## src/rtl/avalon_pio_multi.sv

```systemverilog
// avalon_pio_multi: Avalon-MM general-purpose I/O slave.
//
// Drives a bank of outputs, samples a bank of board inputs through a synchroniser,
// captures input edges into a sticky register and raises a maskable level interrupt.
//
// Register map (32-bit words, unused upper bits read 0):
//   0 DATA_OUT  RW   output bank
//   1 DATA_IN   RO   synchronised inputs
//   2 EDGE_CAP  W1C  sticky edge flags
//   3 IRQ_MASK  RW   per-input interrupt enable
//   4 OUT_SET   WO   gpio_out |= writedata
//   5 OUT_CLR   WO   gpio_out &= ~writedata
//   6 ID        RO   {8'h50, 8'h10, OUT_W, IN_W}
//   7 reserved
//
// Ports:
//   clk        system clock
//   reset      asynchronous active-low reset
//   address    word address
//   read       read strobe; readdata is valid the cycle after
//   readdata   registered read data, held until the next read
//   write      write strobe
//   writedata  write data
//   gpio_in    asynchronous board inputs
//   gpio_out   output bank
//   irq        active-high level interrupt (registered)
module avalon_pio_multi #(
  parameter int unsigned OUT_W       = 16,
  parameter int unsigned IN_W        = 6,
  parameter int unsigned SYNC_STAGES = 2,
  parameter int unsigned EDGE_MODE   = 0,
  parameter logic [31:0] OUT_RESET   = 32'h0
) (
  input  logic             clk,
  input  logic             reset,
  input  logic [2:0]       address,
  input  logic             read,
  output logic [31:0]      readdata,
  input  logic             write,
  input  logic [31:0]      writedata,
  input  logic [IN_W-1:0]  gpio_in,
  output logic [OUT_W-1:0] gpio_out,
  output logic             irq
);

  localparam logic [2:0] AddrDataOut = 3'd0;
  localparam logic [2:0] AddrDataIn  = 3'd1;
  localparam logic [2:0] AddrEdgeCap = 3'd2;
  localparam logic [2:0] AddrIrqMask = 3'd3;
  localparam logic [2:0] AddrOutSet  = 3'd4;
  localparam logic [2:0] AddrOutClr  = 3'd5;
  localparam logic [2:0] AddrId      = 3'd6;

  localparam logic [7:0]  OutWByte = 8'(OUT_W);
  localparam logic [7:0]  InWByte  = 8'(IN_W);
  localparam logic [31:0] IdValue  = {8'h50, 8'h10, OutWByte, InWByte};

  // State
  logic [IN_W-1:0]  sync_chain [SYNC_STAGES];
  logic [IN_W-1:0]  sync_q;
  logic [IN_W-1:0]  prev_q;
  logic [IN_W-1:0]  edge_cap_q, edge_cap_d;
  logic [IN_W-1:0]  irq_mask_q, irq_mask_d;
  logic [OUT_W-1:0] gpio_out_q, gpio_out_d;
  logic [31:0]      readdata_q, readdata_d;
  logic             irq_q, irq_d;

  // Write data trimmed to the bank widths; upper bits are intentionally dropped.
  logic [OUT_W-1:0] wdata_out;
  logic [IN_W-1:0]  wdata_in;
  logic             unused_wdata;

  assign wdata_out    = writedata[OUT_W-1:0];
  assign wdata_in     = writedata[IN_W-1:0];
  assign unused_wdata = ^writedata;

  // Input synchroniser: stage 0 samples the pins, the last stage is the usable value.
  always_ff @(posedge clk or negedge reset) begin
    if (!reset) begin
      for (int i = 0; i < SYNC_STAGES; i++) begin
        sync_chain[i] <= '0;
      end
    end else begin
      sync_chain[0] <= gpio_in;
      for (int i = 1; i < SYNC_STAGES; i++) begin
        sync_chain[i] <= sync_chain[i-1];
      end
    end
  end

  assign sync_q = sync_chain[SYNC_STAGES-1];

  // Edge detection against last cycle's synchronised sample.
  logic [IN_W-1:0] rise, fall, edge_det;

  always_comb begin
    rise = sync_q & ~prev_q;
    fall = ~sync_q & prev_q;
    if (EDGE_MODE == 0) begin
      edge_det = rise;
    end else if (EDGE_MODE == 1) begin
      edge_det = fall;
    end else begin
      edge_det = rise | fall;
    end
  end

  // Next-state for the software-visible registers.
  always_comb begin
    gpio_out_d = gpio_out_q;
    irq_mask_d = irq_mask_q;
    if (write) begin
      case (address)
        AddrDataOut: gpio_out_d = wdata_out;
        AddrOutSet:  gpio_out_d = gpio_out_q | wdata_out;
        AddrOutClr:  gpio_out_d = gpio_out_q & ~wdata_out;
        AddrIrqMask: irq_mask_d = wdata_in;
        default:     ;
      endcase
    end
  end

  // Edge set is applied after the W1C clear so a coincident edge keeps the bit.
  logic [IN_W-1:0] cap_clr;

  always_comb begin
    cap_clr    = (write && (address == AddrEdgeCap)) ? wdata_in : '0;
    edge_cap_d = (edge_cap_q & ~cap_clr) | edge_det;
  end

  // Read mux uses the pre-write register values, giving read-before-write ordering.
  always_comb begin
    readdata_d = readdata_q;
    if (read) begin
      case (address)
        AddrDataOut: readdata_d = 32'(gpio_out_q);
        AddrDataIn:  readdata_d = 32'(sync_q);
        AddrEdgeCap: readdata_d = 32'(edge_cap_q);
        AddrIrqMask: readdata_d = 32'(irq_mask_q);
        AddrId:      readdata_d = IdValue;
        default:     readdata_d = 32'h0;
      endcase
    end
  end

  // Interrupt follows the register state by one cycle.
  assign irq_d = |(edge_cap_q & irq_mask_q);

  always_ff @(posedge clk or negedge reset) begin
    if (!reset) begin
      prev_q     <= '0;
      edge_cap_q <= '0;
      irq_mask_q <= '0;
      gpio_out_q <= OUT_RESET[OUT_W-1:0];
      readdata_q <= 32'h0;
      irq_q      <= 1'b0;
    end else begin
      prev_q     <= sync_q;
      edge_cap_q <= edge_cap_d;
      irq_mask_q <= irq_mask_d;
      gpio_out_q <= gpio_out_d;
      readdata_q <= readdata_d;
      irq_q      <= irq_d;
    end
  end

  assign gpio_out = gpio_out_q;
  assign readdata = readdata_q;
  assign irq      = irq_q;

endmodule

```

## config.mk

```make
export PLATFORM = sky130hd
export DESIGN_NAME = avalon_pio_multi
export DESIGN_NICKNAME = d
export VERILOG_FILES = /design/src/rtl/avalon_pio_multi.sv
export SDC_FILE = /design/constraint.sdc
export NUM_CORES = 1
export LEC_CHECK = 0
export ABC_CLOCK_PERIOD_IN_PS = 1200
export CAP_MARGIN = 20
export CORE_UTILIZATION = 43
export CTS_BUF_LIST = sky130_fd_sc_hd__clkbuf_8
export DETAILED_ROUTE_END_ITERATION = 8
export GPL_TIMING_DRIVEN = 0
export PLACE_DENSITY_LB_ADDON = 0.2
export SETUP_SLACK_MARGIN = 0.5
export SLEW_MARGIN = 20
export SYNTH_ARGS = -nofsm -noshare
export SYNTH_HDL_FRONTEND = slang
export SYNTH_SLANG_ARGS = --single-unit
```

## constraint.sdc

```tcl
create_clock -name clk -period 1.2 [get_ports clk]
set_clock_uncertainty 0.15 [all_clocks]
set_input_delay 0.24 -clock clk [delete_from_list [all_inputs] [get_ports clk]]
set_output_delay 0.24 -clock clk [all_outputs]
set_load 0.02 [all_outputs]
```

==> impl_metrics.csv, run 1 <==
group,metric,value,unit
status,outcome,"complete, but fails checks",
status,violations,"negative hold slack, negative setup slack",
placed_design,routabilityCongestion,0.756,
clock_tree,numCtsBuffers,9,
synth,synth_top_area_share,0.560,
global_routing,grt_pass1_vias,2368,
sta,clock.fmax,0.716,GHz
synth,synth-seq-cells,64,
hold_path,hp-class,"input port to asynchronous set/reset pin",
critical_path,crit_fanout,4,
die,dieArea,0.00698,sq mm
sta,fin_crit,1.40,ns
sta,period_share,1.16,
global_routing,grt_pass1_wl,12.0,mm
die,die_x,83.6,um
global_routing,antenna_found_initial,0,
placed_design,place_hpwl,4.65,mm
critical_path,crit_chain,"buf_6 > buf_6",
clock_tree,cts_tree,"yes",
critical_path,cp.arrival,1.01,ns
drt,drtPass1Iterations,4,
clock_tree,path_clk_slew,0.07,ns
die,fp.coreArea,0.00639,sq mm
critical_path,worst_path_max_delay_cell,"dfrtp_2",
clock_tree,clk_latency,0.34,ns
global_routing,track_usage,0.226,
placed_design,io_buffers,62,
critical_path,critPathLaunchType,"flop",
finish,drive_above_1_share,0.640,
synth,synth-main-ff-cell,"dfrtp_1",
run,maxCapViolCount,0,
power_and_ir_drop,finalPower,6.47,mW
drt,totalWireLength,7.86,mm
finish,area_growth,65.4,%
finish,utilization,0.741,
finish,layout_commonest_cell,"buf_6",
critical_path,path_delay_family,"flip-flops",
synth,synth_cell_type_count,32,
clock_tree,root_buffer,"clkbuf_8",
critical_path,crit_buf_inv,2,
sta,tns,-3.51,ns
finish,final_cell_mix,"buf_6 (53), buf_4 (49), dfrtp_1 (33), dfrtp_2 (31)",
sta,report.final.slew_viol_count,0,
drt,via_count,2366,
power_and_ir_drop,p_leak,2.25,nW
sta,setup_viol,41,
placed_design,numPlacedInstances,394,
drt,first_iter_violations,110,
clock_tree,cts_buffer_depth,2,
finish,diodes,0,
global_routing,gr-total-overflow,0,
die,fp-row-count,29,
synth,syn-cell-area,0.00286,sq mm
global_routing,grt_max_degree,34,
clock_tree,htreeDepth,3,
critical_path,crit_required,0.81,ns
synth,yosysWarningCount,0,
critical_path,timing.critical_path.slowest_cell_delay,0.43,ns
critical_path,endpoint_kind,"output port",
clock_tree,cts_sinks,64,
drt,route.detailed.drc,0,
sta,rsz0062_at_grt,"yes",
sta,holdWs,-0.315,ns
power_and_ir_drop,vdd_ir_drop_max,0.792,mV
synth,yosysSeqAreaShare,0.560,
finish,final_cells,458,
sta,final_hold_viol_count,32,
synth,async_reset_ff_frac,1.00,
power_and_ir_drop,power_per_cell_area,1370,mW/mm^2
synth,synth_edf_count,0,
synth,syn_inst,242,
drt,vias_per_cell,5.17,
critical_path,cpMostUsedCell,"buf_6",
critical_path,worst-setup-path-type,"flop to output port",
die,initial_core_util,0.448,
synth,avgSynthCellArea,11.8,sq um
drt,wl_per_cell,17.2,um
die,die_y,83.6,um
finish,fin_nets,421,
synth,synth_area_leaders,"dfrtp_1 (56%), a22o_1 (6.7%), a21bo_2 (5.6%), buf_4 (4.2%), inv_1 (3.3%)",
sta,setup_slack,-0.196,ns
drt,antenna_left,0,
synth,synth_top_area_cell,"dfrtp_1",
finish,nFillCells,407,
die,ioPinCount,94,
-- synth_stat cells, drive strengths merged, types with 2 or more instances --
master,count
o21ai,11
nand2,16
mux2,8
dfrtp,64
buf,26
o22ai,6
clkbuf,4
mux4,4
nand2b,3
inv,25
a21bo,16
a22oi,3
a22o,22
nand3,18
nor2b,4
a21oi,2
-- cell type report --
cell class | count | area (sq um) | share of cell area
Sequential cell | 64 | 1640 | 0.347
Buffer | 30 | 329 | 0.0695
Inverter | 25 | 93.8 | 0.0198
Clock buffer | 12 | 165 | 0.0349
Tap cell | 77 | 96.3 | 0.0204
Multi-Input combinational cell | 135 | 1220 | 0.258
Clock inverter | 4 | 67.6 | 0.0143
Timing Repair Buffer | 111 | 1120 | 0.237
-- routing by layer --
layer,share of wire,global-route usage
met5,0,0
met4,0.016,0.111
met3,0.044,0.0406
met2,0.51,0.385
met1,0.43,0.277
-- path summary, 6_finish.rpt --
check,startpoint,endpoint,slack (ns),cells after the start
setup reg to reg,gpio_out[3]$_DFFE_PN0P_,readdata[3]$_DFFE_PN0P_,-0.14,3
min in group clk,writedata[6],gpio_out[6]$_DFFE_PN0P_,0.05,2
hold / removal,reset,gpio_out[4]$_DFFE_PN0P_,-0.31,1
max in group asynchronous,reset,readdata[0]$_DFFE_PN0P_,0.69,2
setup / recovery,readdata[28]$_DFFE_PN0P_,readdata[28],-0.20,2
hold reg to reg,sync_chain[7]$_DFF_PN0_,sync_q[1]$_DFF_PN0_,0.20,0
-- report_power, final --
part	leakage (nW)	switching [mW]	internal, mW
Sequential	0.732	0.190	2.41
Clock	0.125	0.816	1.33
Combinational	1.39	0.745	0.980
-- worst reg2reg max path, stage by stage (launching register included) --
cell and delay, ns:
dfrtp_2 0.43, mux4_2 0.51, inv_2 0.08, o22ai_2 0.05
-- flip-flops by register name, summed over array words and instances, names as in the netlist --
| register | cells |
|---|---|
| readdata | 17 |
| gpio_out | 16 |
| edge_cap_q | 6 |
| irq_mask_q | 6 |
| prev_q | 6 |
| sync_chain | 6 |
| sync_q | 6 |
| irq | 1 |
-- logic make-up (layout without fill, tap and decap cells) --
| logic type | count (synthesis) | after routing | synth area share |
|---|---|---|---|
| buf+inv | 55 | 182 | 0.106 |
| other cells | 1 | 13 | 0.00131 |
| compound gates | 64 | 64 | 0.178 |
| simple gates | 46 | 46 | 0.0919 |
| mux | 12 | 12 | 0.0630 |
| flops | 64 | 64 | 0.560 |
-- metrics by stage --
step           cell area (sq um)  setup slack (ns)
3_3_place_gp                3780             -2.55
2_1_floorplan               3060            -0.104
5_1_grt                     4730            -0.219
3_5_place_dp                3790            -0.956
4_1_cts                     4530            -0.211
6_report                    4730            -0.196
-- repair_timing --
action	in CTS	in global routing
gates resized for setup	287	38
buffers inserted	35	10
hold endpoints to repair	32	32
gates cloned	3	0
setup endpoints to repair	82	82
pin swaps	21	17
Note: power is estimated with default switching activity, not from simulation.
==> run 2: changes to the inputs <==
HOLD_SLACK_MARGIN = 0.05   (was default)
==> results of run 2 <==
No change in the layout: final DEF, timing and power equal those of run 1.
